[config.mk]
export PLATFORM = sky130hd
export DESIGN_NAME = data_sync_tx_arbiter
export DESIGN_NICKNAME = d
export VERILOG_FILES = /design/src/rtl/data_sync_tx_arbiter.sv
export SDC_FILE = /design/constraint.sdc
export NUM_CORES = 1
export LEC_CHECK = 0
export CAP_MARGIN = 0
export CORE_MARGIN = 1.5
export CORE_UTILIZATION = 41
export DETAILED_ROUTE_END_ITERATION = 8
export MAX_ROUTING_LAYER = met4
export PLACE_DENSITY = 0.89
export SLEW_MARGIN = 20
export SYNTH_ARGS = -nofsm -noshare
export SYNTH_HDL_FRONTEND = slang
export SYNTH_SLANG_ARGS = --single-unit
[constraint.sdc]
create_clock -name CLK -period 2 [get_ports CLK]
set_input_delay 0.4 -clock CLK [delete_from_list [all_inputs] [get_ports CLK]]
set_output_delay 0.4 -clock CLK [all_outputs]
set_load 0.02 [all_outputs]
[src/rtl/data_sync_tx_arbiter.sv]
// data_sync_tx_arbiter
//   Source-domain scheduler for the Data_Sync CDC path. Arbitrates NUM_REQ requesters
//   round-robin and presents the winning word on UNSYNC_BUS with Bus_Enable high for
//   HOLD_CYCLES, then low for GAP_CYCLES with the word still held. The bus never changes
//   while a transfer is in flight, so the destination can synchronize Bus_Enable and
//   sample the bus safely.
//
// Ports
//   CLK         in   source clock
//   RST         in   asynchronous reset, active-low
//   CTRL_EN     in   1 = new grants allowed; 0 = finish current transfer, then idle
//   REQ         in   per-requester request, held with its data until granted
//   DATA_IN     in   requester i data in bits [i*BUS_WIDTH +: BUS_WIDTH]
//   GNT         out  one-hot single-cycle pulse: word of requester i accepted
//   UNSYNC_BUS  out  word to Data_Sync
//   Bus_Enable  out  enable to Data_Sync, high exactly HOLD_CYCLES per transfer
//   BUSY        out  high whenever a transfer (HOLD or GAP) is in progress
module data_sync_tx_arbiter #(
  parameter int unsigned NUM_REQ     = 2,
  parameter int unsigned BUS_WIDTH   = 8,
  parameter int unsigned HOLD_CYCLES = 4,
  parameter int unsigned GAP_CYCLES  = 4
) (
  input  logic                           CLK,
  input  logic                           RST,
  input  logic                           CTRL_EN,
  input  logic [NUM_REQ-1:0]             REQ,
  input  logic [NUM_REQ*BUS_WIDTH-1:0]   DATA_IN,
  output logic [NUM_REQ-1:0]             GNT,
  output logic [BUS_WIDTH-1:0]           UNSYNC_BUS,
  output logic                           Bus_Enable,
  output logic                           BUSY
);

  localparam int unsigned CntMax = (HOLD_CYCLES > GAP_CYCLES) ? HOLD_CYCLES : GAP_CYCLES;
  localparam int unsigned CntW   = (CntMax > 1) ? $clog2(CntMax) : 1;
  localparam int unsigned PtrW   = (NUM_REQ > 1) ? $clog2(NUM_REQ) : 1;

  typedef enum logic [1:0] {StIdle, StHold, StGap} state_e;

  state_e                 state_q, state_d;
  logic [CntW-1:0]        cnt_q, cnt_d;
  logic [PtrW-1:0]        ptr_q, ptr_d;
  logic [NUM_REQ-1:0]     gnt_q, gnt_d;
  logic [BUS_WIDTH-1:0]   bus_q, bus_d;
  logic                   en_q, en_d;
  logic                   busy_q, busy_d;

  // Arbitration results
  logic [NUM_REQ-1:0]     prio_mask;
  logic [NUM_REQ-1:0]     req_hi;
  logic [NUM_REQ-1:0]     req_sel;
  logic [NUM_REQ-1:0]     win_oh;
  logic [BUS_WIDTH-1:0]   win_data;
  logic [PtrW-1:0]        ptr_nxt;
  logic                   found;
  logic                   grant;

  // Round-robin pick: requesters at or above ptr take priority; if none of them is
  // requesting, fall back to the lowest requester below ptr (the wrap-around part).
  always_comb begin
    prio_mask = '0;
    for (int unsigned i = 0; i < NUM_REQ; i++) begin
      prio_mask[i] = (i >= 32'(ptr_q));
    end
    req_hi  = REQ & prio_mask;
    req_sel = (|req_hi) ? req_hi : REQ;

    found    = 1'b0;
    win_oh   = '0;
    win_data = '0;
    ptr_nxt  = ptr_q;
    for (int unsigned i = 0; i < NUM_REQ; i++) begin
      if (req_sel[i] && !found) begin
        found     = 1'b1;
        win_oh[i] = 1'b1;
        win_data  = DATA_IN[i*BUS_WIDTH +: BUS_WIDTH];
        ptr_nxt   = (i == NUM_REQ - 1) ? '0 : PtrW'(i + 1);
      end
    end
  end

  // State register
  always_ff @(posedge CLK or negedge RST) begin
    if (!RST) begin
      state_q <= StIdle;
      cnt_q   <= '0;
      ptr_q   <= '0;
      gnt_q   <= '0;
      bus_q   <= '0;
      en_q    <= 1'b0;
      busy_q  <= 1'b0;
    end else begin
      state_q <= state_d;
      cnt_q   <= cnt_d;
      ptr_q   <= ptr_d;
      gnt_q   <= gnt_d;
      bus_q   <= bus_d;
      en_q    <= en_d;
      busy_q  <= busy_d;
    end
  end

  // Next-state logic. Requests and CTRL_EN are only looked at in IDLE, so a transfer
  // always runs its full HOLD and GAP windows once started.
  always_comb begin
    state_d = state_q;
    cnt_d   = cnt_q;
    ptr_d   = ptr_q;
    grant   = 1'b0;
    case (state_q)
      StIdle: begin
        if (CTRL_EN && found) begin
          grant   = 1'b1;
          ptr_d   = ptr_nxt;
          cnt_d   = CntW'(HOLD_CYCLES - 1);
          state_d = StHold;
        end
      end
      StHold: begin
        if (cnt_q == '0) begin
          cnt_d   = CntW'(GAP_CYCLES - 1);
          state_d = StGap;
        end else begin
          cnt_d = cnt_q - CntW'(1);
        end
      end
      StGap: begin
        if (cnt_q == '0) begin
          state_d = StIdle;
        end else begin
          cnt_d = cnt_q - CntW'(1);
        end
      end
      default: state_d = StIdle;
    endcase
  end

  // Output next-values; all outputs come straight from flops.
  always_comb begin
    gnt_d  = '0;
    bus_d  = bus_q;
    en_d   = (state_d == StHold);
    busy_d = (state_d != StIdle);
    if (grant) begin
      gnt_d = win_oh;
      bus_d = win_data;
    end
  end

  assign GNT        = gnt_q;
  assign UNSYNC_BUS = bus_q;
  assign Bus_Enable = en_q;
  assign BUSY       = busy_q;

endmodule

==> summary.md <==
| Metric | Value |
|---|---|
| Status | `completed` |
| Worst min path class | `in2async` |
| CTS tree | `yes` |
| Flops & latches, synth | `17` |
| Largest net degree at the start of global routing | `18` |
| Wire per inst | `13.4 um` |
| Startpoint Class | `flop` |
| Site row count | `15` |
| Synthesized net count | `94` |
| Critical R2R Launch | `state_q[0]` |
| Worst-path clk slew | `100 ps` |
| Crit-path max cell delay | `620 ps` |
| Fin crit share | `83.8%` |
| Yosys warns | `0` |
| P&R area growth vs syn | `50.2%` |
| Placed insts | `127` |
| Worst flop-to-flop path endpoint | `UNSYNC_BUS[5]` |
| Fin nets | `133` |
| Leak pwr | `0.567 nW` |
| Gr usage total | `19.2%` |
| Tmin final | `1680 ps` |
| Setup Buffers After CTS | `0` |
| Vias in the first global route | `677` |
| Fill cell count | `158` |
| Initial core utilization | `44.5%` |
| Unique cell type count in the Yosys netlist | `19` |
| IO buf count | `32` |
| HPWL after detailed placement | `1340 um` |
| Post-CTS sizing | `0` |
| Buf/Inv on CP | `1` |
| GPL Wtd Cong | `0.679` |
| CP max FO | `2` |
| Pre-antenna DRT Iters | `5` |
| Peak supply drop | `0.000897 V` |
| # DRC | `0` |
| Worst path cell trace | `clkdlybuf4s50_1` |
| Ant. Diodes | `0` |
| First-pass GRT wire length | `2730 um` |
| Die boundary height | `46.7 um` |
| Non-filler instance count after layout | `131` |
| CP top delay family | `buffers and inverters` |
| Routed WL | `1750 um` |
| Share of layout cells above drive strength 1 | `9.43%` |
| Setup_tns | `0 ps` |
| Crit path kind | `reg2out` |
| Die ar. | `2180 um2` |
| Longest Clk Path Bufs | `2` |
| Final setup skew | `1.46 ps` |
| Post-CTS Hold Fix Bufs | `0` |
| Count of final setup violators | `0` |
| H-tree levels | `1` |
| Vias | `687` |
| Inserted Clock Buffers | `3` |
| Routed vias/inst | `5.24` |
| Antenna Nets Post-Route | `0` |
| Worst setup EP type | `primary output` |
| Grt total ovfl | `0` |
| CORE AREA | `1760 um2` |
| Worst slew pin tran | `437 ps` |
| Data arrival, critical path | `1280 ps` |
| Finished Core Util | `66.8%` |
| Initial antenna violation count | `0` |
| Post-Syn Area | `785 um2` |
| Cell area power density | `1440 nW/um2` |
| Post-synthesis sequential area ratio | `54.2%` |
| Pwr Total | `1.70 mW` |
| R2R setup slack | `330 ps` |
| Synth Instances | `68` |
| Final slew viol count | `0` |
| I/O pin total | `33` |
| Clock latency at the later pin of the worst-skew pair | `290 ps` |
| Clock Sink Count | `17` |
| Syn Area/Cell | `11.5 um2` |
| CP max stage cell | `clkdlybuf4s50_1` |
| Max_slew headroom | `70.9%` |
| RSZ-0062 raised after global routing | `no` |
| Clk Tree Root Cell | `clkbuf_4` |
| Reg2reg path depth | `6` |
| Die extent in x | `46.7 um` |
| Detailed Route Iter0 Violations | `36` |
| Max-cap viol count | `0` |
| Final count of hold timing violations | `0` |
| Maximum clock rate | `596 MHz` |
| Req. time, crit path | `1600 ps` |
## report_power, final
part           switching, mW  leakage [nW]  internal (mW)  total, mW
combinational          0.490         0.340          0.442      0.932
sequential            0.0878         0.209          0.503      0.591
clock                  0.106        0.0177         0.0744      0.181
## cells in the mapped netlist
| cell type | count | area [um2] |
|---|---|---|
| o311a_1 | 1 | 10.0 |
| o21ai_1 | 1 | 5.00 |
| inv_1 | 13 | 48.8 |
| a221oi_2 | 1 | 15.0 |
| a21oi_1 | 2 | 10.0 |
| a222oi_1 | 8 | 80.1 |
| o21ai_0 | 3 | 15.0 |
| nor2b_1 | 1 | 6.26 |
| a21oi_2 | 2 | 17.5 |
| nor2_1 | 4 | 15.0 |
| nand3_1 | 2 | 10.0 |
| o22a_1 | 1 | 8.76 |
| a21o_1 | 1 | 7.51 |
| a31oi_1 | 2 | 12.5 |
| nand2_1 | 2 | 7.51 |
| and2_1 | 1 | 6.26 |
| ha_1 | 5 | 62.6 |
| dfrtp_1 | 17 | 425 |
| o211ai_4 | 1 | 21.3 |
## cell families after synthesis
logic type                 synth area share [%]
DFF                                        54.2
adders and majority gates                  7.97
buffers and inverters                      6.22
AOI/OAI and AO/OA                          25.8
and+or+nand+nor                            5.74
## cell usage in the layout, fill, tap and decap left out, types with 2 or more instances in the layout
| master | Yosys | routed |
|---|---|---|
| a21oi_2 | 2 | 2 |
| a21oi_1 | 2 | 2 |
| nand3_1 | 2 | 2 |
| buf_4 | 0 | 2 |
| nor2_1 | 4 | 4 |
| o21ai_0 | 3 | 3 |
| clkdlybuf4s50_1 | 0 | 32 |
| a31oi_1 | 2 | 2 |
| nand2_1 | 2 | 2 |
| dfrtp_1 | 17 | 17 |
| clkbuf_4 | 0 | 3 |
| inv_1 | 13 | 13 |
| ha_1 | 5 | 5 |
| a222oi_1 | 8 | 8 |
## layer usage
layer	up-vias	part of all wire (%)	global-route usage, %
li1	328	-	-
met2	36	48	33.1
met5	-	0	-
met4	0	2.7	13.3
met3	4	6.9	1.92
met1	319	42	20.5
## area by class of cell
class	instances	area, um2	share of cell area (%)
sequential	17	425	36.1
timing repair buffer	34	335	28.5
multi-input combinational	38	310	26.3
inverter	13	48.8	4.14
tap	25	31.3	2.65
clock buffer	3	22.5	1.91
clock inverter	1	5.00	0.425
## per-stage QoR
step	setup slack, ps	hold slack (ps)	instance area [um2]
finish	323	422	1180
global route	216	452	1180
CTS	309	424	1180
detailed placement	205	481	1150
global placement	243	474	1150
floorplan	586	104	785
## worst max-delay path by stage
stage | endpoint | slack [ps] | cells after the start | startpoint
4_1_cts | UNSYNC_BUS[2] | 310 | 1 | UNSYNC_BUS[2]
2_1_floorplan | UNSYNC_BUS[0] | 590 | 6 | state_q[0]
5_1_grt | UNSYNC_BUS[1] | 220 | 6 | state_q[0]
6_report | UNSYNC_BUS[2] | 320 | 1 | UNSYNC_BUS[2]
3_5_place_dp | UNSYNC_BUS[3] | 200 | 5 | REQ[1]
3_3_place_gp | cnt_q[0] | 240 | 5 | REQ[1]
## state kept, by name, indices dropped and copies added, names as in the netlist
signal,count
state_q,2
Bus_Enable,1
UNSYNC_BUS,8
BUSY,1
cnt_q,2
ptr_q,1
GNT,2
(Power assumes the default switching activity.)
